**src/rtl/sub_serial_pkg.sv**
```systemverilog
// Shared types and helpers for the bit-serial subtractor (sub_serial).
package sub_serial_pkg;

  // Controller states, encoded 0/1/2.
  typedef enum logic [1:0] {
    IDLE = 2'd0,
    RUN  = 2'd1,
    DONE = 2'd2
  } stateT;

  // Width of the bit counter: clog2 of the operand width, never below one bit.
  function automatic int counterWidth(input int n);
    int w;
    w = $clog2(n);
    return (w < 1) ? 1 : w;
  endfunction

endpackage

```
**src/rtl/full_subtractor_bit.sv**
```systemverilog
// One-bit full subtractor: d = a - b - bin, with borrow out.
module full_subtractor_bit (
  input  logic a,
  input  logic b,
  input  logic bin,
  output logic d,
  output logic bout
);

  // Difference bit and borrow out of a single column.
  always_comb begin
    d    = a ^ b ^ bin;
    bout = (~a & b) | (~(a ^ b) & bin);
  end

endmodule

```
**src/rtl/sub_serial.sv**
```systemverilog
// Bit-serial subtractor: result = leftInput - rightInput, one bit per clock,
// LSB first, with a start/busy/done handshake.
// Optional build macro SUB_SERIAL_OVERFLOW_EN adds a registered signed
// overflow output loaded together with result.
module sub_serial
  import sub_serial_pkg::*;
#(
  parameter int numberOfBits = 8
) (
  input  logic                    clock,
  input  logic                    reset,
  input  logic                    start,
  input  logic [numberOfBits-1:0] leftInput,
  input  logic [numberOfBits-1:0] rightInput,
  output logic [numberOfBits-1:0] result,
  output logic                    borrow,
`ifdef SUB_SERIAL_OVERFLOW_EN
  output logic                    overflow,
`endif
  output logic                    busy,
  output logic                    done
);

  localparam int CW = counterWidth(numberOfBits);
  localparam logic [CW-1:0] lastBit = CW'(numberOfBits - 1);

  stateT                   stateReg;
  logic [CW-1:0]           bitCountReg;
  logic                    borrowReg;
  logic [numberOfBits-1:0] leftShiftReg;
  logic [numberOfBits-1:0] rightShiftReg;
  logic [numberOfBits-1:0] diffShiftReg;
  logic                    diffBit;
  logic                    borrowOut;

`ifdef SUB_SERIAL_OVERFLOW_EN
  // Operand sign bits kept from acceptance; the shift registers lose them.
  logic leftMsbReg;
  logic rightMsbReg;
`endif

  // The single column subtractor is reused every RUN cycle on the operand LSBs.
  full_subtractor_bit columnSub (
    .a    (leftShiftReg[0]),
    .b    (rightShiftReg[0]),
    .bin  (borrowReg),
    .d    (diffBit),
    .bout (borrowOut)
  );

  // Controller, serial datapath and registered handshake/result outputs.
  always_ff @(posedge clock or posedge reset) begin
    if (reset) begin
      stateReg      <= IDLE;
      bitCountReg   <= '0;
      borrowReg     <= 1'b0;
      leftShiftReg  <= '0;
      rightShiftReg <= '0;
      diffShiftReg  <= '0;
      result        <= '0;
      borrow        <= 1'b0;
      busy          <= 1'b0;
      done          <= 1'b0;
`ifdef SUB_SERIAL_OVERFLOW_EN
      leftMsbReg    <= 1'b0;
      rightMsbReg   <= 1'b0;
      overflow      <= 1'b0;
`endif
    end else begin
      done <= 1'b0;
      case (stateReg)
        IDLE: begin
          if (start) begin
            leftShiftReg  <= leftInput;
            rightShiftReg <= rightInput;
            borrowReg     <= 1'b0;
            bitCountReg   <= '0;
            busy          <= 1'b1;
            stateReg      <= RUN;
`ifdef SUB_SERIAL_OVERFLOW_EN
            leftMsbReg    <= leftInput[numberOfBits-1];
            rightMsbReg   <= rightInput[numberOfBits-1];
`endif
          end
        end
        RUN: begin
          // Difference bits enter at the MSB so bit 0 ends up at the LSB.
          diffShiftReg  <= {diffBit, diffShiftReg[numberOfBits-1:1]};
          leftShiftReg  <= {1'b0, leftShiftReg[numberOfBits-1:1]};
          rightShiftReg <= {1'b0, rightShiftReg[numberOfBits-1:1]};
          borrowReg     <= borrowOut;
          bitCountReg   <= bitCountReg + 1'b1;
          if (bitCountReg == lastBit) begin
            busy     <= 1'b0;
            stateReg <= DONE;
          end
        end
        DONE: begin
          result   <= diffShiftReg;
          borrow   <= borrowReg;
          done     <= 1'b1;
          stateReg <= IDLE;
`ifdef SUB_SERIAL_OVERFLOW_EN
          overflow <= (leftMsbReg != rightMsbReg) &&
                      (diffShiftReg[numberOfBits-1] != leftMsbReg);
`endif
        end
        default: begin
          stateReg <= IDLE;
          busy     <= 1'b0;
        end
      endcase
    end
  end

endmodule

```
**config.mk**
```make
export PLATFORM = sky130hd
export DESIGN_NAME = sub_serial
export DESIGN_NICKNAME = d
export VERILOG_FILES = /design/src/rtl/sub_serial_pkg.sv /design/src/rtl/full_subtractor_bit.sv /design/src/rtl/sub_serial.sv
export SDC_FILE = /design/constraint.sdc
export NUM_CORES = 1
export LEC_CHECK = 0
export CORE_UTILIZATION = 35
export CTS_CLUSTER_SIZE = 24
export DETAILED_ROUTE_END_ITERATION = 8
export GPL_TIMING_DRIVEN = 0
export PLACE_DENSITY = 0.52
export SYNTH_ARGS = -nofsm -noshare
export SYNTH_HDL_FRONTEND = slang
export SYNTH_SLANG_ARGS = --single-unit
```
**constraint.sdc**
```tcl
create_clock -name clock -period 1.75 [get_ports clock]
set_input_delay 0.525 -clock clock [delete_from_list [all_inputs] [get_ports clock]]
set_output_delay 0.525 -clock clock [all_outputs]
set_load 0.02 [all_outputs]
```
==> qor.yml, run 1 <==
clock-sinks: 41
critPathKind: "register to output port"
rr_startpoint: "stateReg[0]"
cp_data_arrival_time_ns: 1.00
period_share_pct: 87.34
cp_top_family: "flip-flops"
final_max_slew_viol_count: 0
grt_use_met3_pct: 4.527
use_met2_pct: 23.75
cts_buffers: 5
initial_utilization_pct: 37.27
powerDensity_mw_per_mm2: 1690
final_util_pct: 47.04
peakVddDrop_v: 0.0006181
grt_max_degree: 42
routed_wl_um: 3440
fin_worst_skew_ns: 0.003480
synth_edf_count: 0
finalCriticalPeriod_ns: 1.529
die_h_um: 73.63
die_w_um: 73.63
antenna_found_initial: 0
path_cells: "dlygate4sd2_1"
worst_slack_ns: 0.2215
min_path_type: "register to register"
fin_setup_tns_ns: 0
clock_path_buffers: 2
drive_gt1_share_pct: 20.33
die_area_sq_mm: 0.005421
syn_inst: 146
cts_max_level: 2
cts_tree: "done"
hpwlAfterDp_um: 2385
fmax_mhz: 654.2
max_stage_delay_ns: 0.39
worstSetupEndpointType: "output port"
areaGrowthSynthToFinish_pct: 26.20
cts_setup_buffers: 0
gr-usage-all-layers_pct: 14.76
most-common-layout-cells: "dfrtp_1 (41), clkdlybuf4s50_1 (17), mux2_2 (16)"
grt_most_used_layer: "met2"
ys_ff_latch: 41
grt_use_met1_pct: 18.80
layout_commonest_cell: "dfrtp_1"
io_pins: 30
worst_pin_slew_ns: 0.8298
core_area_sq_mm: 0.004817
stdcell_count: 249
cts-root-buf: "clkbuf_8"
hold_viol: 0
cp_slowest_cell: "dfrtp_1"
yosys_warnings: 0
n_antenna_cell: 0
grt_pass1_wl_um: 5913
path_clk_slew_ns: 0.08
path_max_fanout: 3
vias_per_cell: 4.892
cap_violations: 0
drc: 0
p_leak_nw: 1.052
routedWlPerCell_um: 13.82
critical_path_buf_inv_count: 1
final_area_sq_mm: 0.002266
synth_cell_types: 28
routabilityCongestion: 0.7630
antenna_left: 0
cts_hold_buf: 0
synth_flop_cell: "dfrtp_1"
setup_violations: 0
startpoint: "busy"
rows: 25
rsz0062_at_grt: "false"
status: "finished clean"
synth_area_sq_mm: 0.001795
ys_seq_area_share_pct: 57.14
place_inst: 241
drt_iter0_drc: 77
io_buffers: 28
grt_pass1_vias: 1241
pre_cts_slack_ns: 0.1032
synth_nets: 168
crit_path_start_kind: "register"
num_vias: 1218
nets: 203
cp.required_ns: 1.22
clk_latency_ns: 0.29
nFillCells: 489
firstDrtPassIters: 4
place_area_sq_mm: 0.002160
min_from: "busy"
slew_headroom_pct: 44.60
grt_overflow: 0
async_reset_ff_share_pct: 100.0
synth.avg_cell_area_sq_um: 12.30
[layout make-up]
class | count | area [sq um] | area share, %
multi-input combinational | 89 | 669.4 | 29.54
clock inverter | 1 | 30.03 | 1.325
buffer | 9 | 73.82 | 3.258
timing repair buffer | 28 | 270.3 | 11.93
sequential | 41 | 1026 | 45.28
clock buffer | 7 | 86.33 | 3.810
inverter | 7 | 26.28 | 1.160
tap | 67 | 83.83 | 3.700
[cell usage after synthesis, types with 2 or more instances]
cell,instances,share of area [%]
a22o_1,3,1.5
nor2_1,6,1.3
o22a_1,3,1.5
nand3b_1,2,0.84
nor3b_1,3,1.3
o21ai_0,7,2.0
dfrtp_1,41,57
buf_2,5,1.4
nor3_1,3,0.84
inv_1,6,1.3
a21oi_1,10,2.8
ha_1,2,1.4
nor2b_1,5,1.7
mux2_2,16,10
o22ai_1,12,4.2
nand2_1,6,1.3
buf_6,3,1.9
a221oi_1,3,1.5
[registers in the layout, summed over array words and instances, names as in the netlist]
register       flops
done               1
leftShiftReg       8
busy               1
bitCountReg        3
stateReg           2
result             8
rightShiftReg      8
borrow             1
borrowReg          1
diffShiftReg       8
[through the flow]
step	power [W]	hold slack, ns
CTS	0.003881	0.4948
detailed placement	0.003147	0.4781
global placement	0.003094	0.4751
floorplan	0.002673	0.4595
global route	0.004129	0.5245
finish	0.003830	0.4924
[report_power, final]
group	internal [W]	total, W	switching (W)
Combinational	0.000730	0.00145	0.000721
Sequential	0.00136	0.00160	0.000233
Clock	0.000465	0.000783	0.000318
Total	0.00256	0.00383	0.00127
[repair_timing]
item,4_1_cts,5_1_grt
resized for setup,10,1
setup endpoints to repair,10,1
cloned,0,0
[path summary, 6_finish.rpt]
path | slack [ns] | endpoint | cells past startpoint
max | 0.22 | busy | 1
max in group asynchronous | 0.51 | diffShiftReg[3] | 2
max reg2reg | 0.39 | leftShiftReg[1] | 3
min reg2reg | 0.49 | busy | 2
min | 0.49 | busy | 2
min in group asynchronous | 0.72 | leftShiftReg[1] | 2
[worst min-delay path, delay by kind of cell, from the launching register on]
kind,cells,cell delay (ns)
flops,1,0.36
simple gates,2,0.10
[routing by layer]
layer  part of all wire, %  vias up  routed length, um
met2                    48       24               1657
met3                   3.8        5                130
li1                      -      596                  -
met4                   1.4        0                 48
met5                     0        -                  0
met1                    47      593               1604
[logic make-up (layout without fill, tap and decap cells)]
group                    after synthesis  after routing  synth area share [%]
AO/OA/AOI/OAI                         41             41                 14.98
adder cells (fa/ha/maj)                3              3                 2.509
buffers and inverters                 16             52                 5.574
flip-flops                            41             41                 57.14
multiplexers                          16             16                 10.03
AND/OR/NAND/NOR                       29             29                 9.756
(Power assumes the default switching activity.)
==> inputs of run 2 (changes only) <==
--- a/config.mk
+++ b/config.mk
@@ -5,11 +5,12 @@
 export SDC_FILE = /design/constraint.sdc
 export NUM_CORES = 1
 export LEC_CHECK = 0
+export CORE_MARGIN = 1.5
 export CORE_UTILIZATION = 35
 export CTS_CLUSTER_SIZE = 24
 export DETAILED_ROUTE_END_ITERATION = 8
 export GPL_TIMING_DRIVEN = 0
-export PLACE_DENSITY = 0.52
+export PLACE_DENSITY_LB_ADDON = 0.2
 export SYNTH_ARGS = -nofsm -noshare
 export SYNTH_HDL_FRONTEND = slang
 export SYNTH_SLANG_ARGS = --single-unit
==> run 2 against run 1 <==
Power shrank 4.0%; global-route usage shrank 0.84 points; core utilization shrank 0.62 points; combinational power is essentially flat; sequential cell count is the same; non-clock buffer count is the same; die area grew 2.7%; clock power shrank 22%; critical endpoint unchanged; largest cell class unchanged.
==> qor.yml, run 2 (synthesized netlist as in run 1, its figures left out) <==
cts_buffers: 5  # unchanged
path_cells: "dlygate4sd2_1"  # unchanged
cp_slowest_cell: "dfrtp_1"  # unchanged
clock_path_buffers: 2  # unchanged
cts_max_level: 2  # unchanged
io_pins: 30  # unchanged
die_w_um: 74.63  # was 73.63 um
firstDrtPassIters: 4  # unchanged
antenna_found_initial: 0  # unchanged
grt_most_used_layer: "met2"  # unchanged
min_path_type: "register to register"  # unchanged
rows: 25  # unchanged
internal-power_w: 0.002407  # was 0.002558 W
cts_tree: "done"  # unchanged
multi_input_area_sq_um: 669.4  # unchanged
powerDensity_mw_per_mm2: 1644  # was 1690 mW/mm^2
max_stage_delay_ns: 0.40  # was 0.39 ns
hold_viol: 0  # unchanged
io_buffers: 28  # unchanged
place_inst: 241  # unchanged
period_share_pct: 87.60  # was 87.34%
layout_commonest_cell: "dfrtp_1"  # unchanged
crit_path_start_kind: "register"  # unchanged
routed_wl_um: 3406  # was 3440 um
critical_path_buf_inv_count: 1  # unchanged
p_clk_share_pct: 16.7  # was 20.4%
worstSetupEndpointType: "output port"  # unchanged
drive_gt1_share_pct: 19.89  # was 20.33%
grt_use_met3_pct: 4.016  # was 4.527%
final_max_slew_viol_count: 0  # unchanged
core_area_sq_mm: 0.004817  # unchanged
p_leak_nw: 1.037  # was 1.052 nW
n_antenna_cell: 0  # unchanged
stdcell_count: 248  # was 249
most-common-layout-cells: "dfrtp_1 (41), clkdlybuf4s50_1 (17), mux2_2 (16)"  # unchanged
status: "finished clean"  # unchanged
routabilityCongestion: 0.7758  # was 0.7630
critPathKind: "register to output port"  # unchanged
path_clk_slew_ns: 0.08  # about the same
cp_data_arrival_time_ns: 1.01  # was 1.00 ns
use_met2_pct: 23.61  # was 23.75%
fin_setup_tns_ns: 0  # unchanged
power_switching_w: 0.001268  # was 0.001272 W
clock-sinks: 41  # unchanged
hpwlAfterDp_um: 2411  # was 2385 um
fmax_mhz: 652.3  # was 654.2 MHz
grt_use_met1_pct: 17.84  # was 18.80%
die_area_sq_mm: 0.005569  # was 0.005421 sq mm
die_h_um: 74.63  # was 73.63 um
vias_per_cell: 5.081  # was 4.892
cts_setup_buffers: 0  # unchanged
cp.required_ns: 1.22  # about the same
nFillCells: 471  # was 489
routedWlPerCell_um: 13.73  # was 13.82 um
path_max_fanout: 3  # unchanged
worst_pin_slew_ns: 0.8311  # was 0.8298 ns
drc: 0  # unchanged
antenna_left: 0  # unchanged
cp_top_family: "flip-flops"  # unchanged
grt_overflow: 0  # unchanged
num_vias: 1260  # was 1218
initial_utilization_pct: 37.27  # unchanged
slew_headroom_pct: 44.51  # was 44.60%
areaGrowthSynthToFinish_pct: 24.53  # was 26.20%
combPwrFrac_pct: 39.8  # was 37.9%
grt_max_degree: 42  # unchanged
cap_violations: 0  # unchanged
final_area_sq_mm: 0.002236  # was 0.002266 sq mm
cts-root-buf: "clkbuf_8"  # unchanged
grt_pass1_vias: 1289  # was 1241
grt_pass1_wl_um: 5871  # was 5913 um
rsz0062_at_grt: "false"  # unchanged
place_area_sq_mm: 0.002160  # unchanged
peakVddDrop_v: 0.0005994  # was 0.0006181 V
swShare_pct: 34.51  # was 33.21%
gr-usage-all-layers_pct: 13.92  # was 14.76%
drt_iter0_drc: 53  # was 77
seq_area_sq_mm: 0.001026  # unchanged
fin_worst_skew_ns: 0.006723  # was 0.003480 ns
nets: 203  # unchanged
power_frac_seq_pct: 43.5  # was 41.7%
clk_latency_ns: 0.29  # about the same
setup_violations: 0  # unchanged
finalCriticalPeriod_ns: 1.533  # was 1.529 ns
-- run 2: cell types whose count changed in the layout (fill, tap and decap cells not counted), sizes merged --
cell and delta:
bufinv -1
-- run 2: what timing repair did --
item / 4_1_cts / 5_1_grt
hold buffers: 0 / 0
gates resized for setup: 10 / 1
setup endpoints to repair: 10 / 1
-- run 2: power groups by stage --
| stage | logic, W | clock network (W) | registers [W] |
|---|---|---|---|
| 2_1_floorplan | 0.00101 | 0 | 0.00167 |
| 3_3_place_gp | 0.00147 | 0 | 0.00160 |
| 3_5_place_dp | 0.00153 | 0 | 0.00162 |
| 4_1_cts | 0.00147 | 0.000641 | 0.00160 |
| 5_1_grt | 0.00163 | 0.000677 | 0.00165 |
| 6_report | 0.00146 | 0.000614 | 0.00160 |
-- run 2: metal layers --
metal	part of all wire, %	vias to the layer above
met1	43	615
met4	0.97	0
met3	5.8	7
met5	0	-
met2	50	43
li1	-	595
-- run 2: final cells by class --
cell class	count	share of cell area, %
inverter	7	1.175
multi-input combinational	89	29.94
clock buffer	7	3.861
tap	67	3.749
timing repair buffer	28	12.09
sequential	41	45.89
buffer	9	3.302
-- run 2: path summary, 6_finish.rpt --
| check | startpoint | end | slack, ns | depth (start not counted) |
|---|---|---|---|---|
| max | busy | busy | 0.22 | 1 |
| min | result[5] | result[5] | 0.50 | 1 |
| max reg2reg | stateReg[0] | leftShiftReg[3] | 0.34 | 3 |
| min reg2reg | result[5] | result[5] | 0.50 | 1 |
| max in group asynchronous | reset | result[7] | 0.50 | 2 |
| min in group asynchronous | reset | result[3] | 0.73 | 2 |
-- run 2: metrics by stage --
step	hold WS (ns)	setup WS, ns	total power, W	util [%]
after floorplan	0.4595	0.2790	0.002673	-
after global routing	0.5214	0.1895	0.003962	46.42
after CTS	0.5040	0.01720	0.003716	46.36
final	0.4992	0.2170	0.003675	46.42
after global placement	0.4769	-0.5258	0.003077	44.83
after detailed placement	0.4860	0.1126	0.003151	44.83
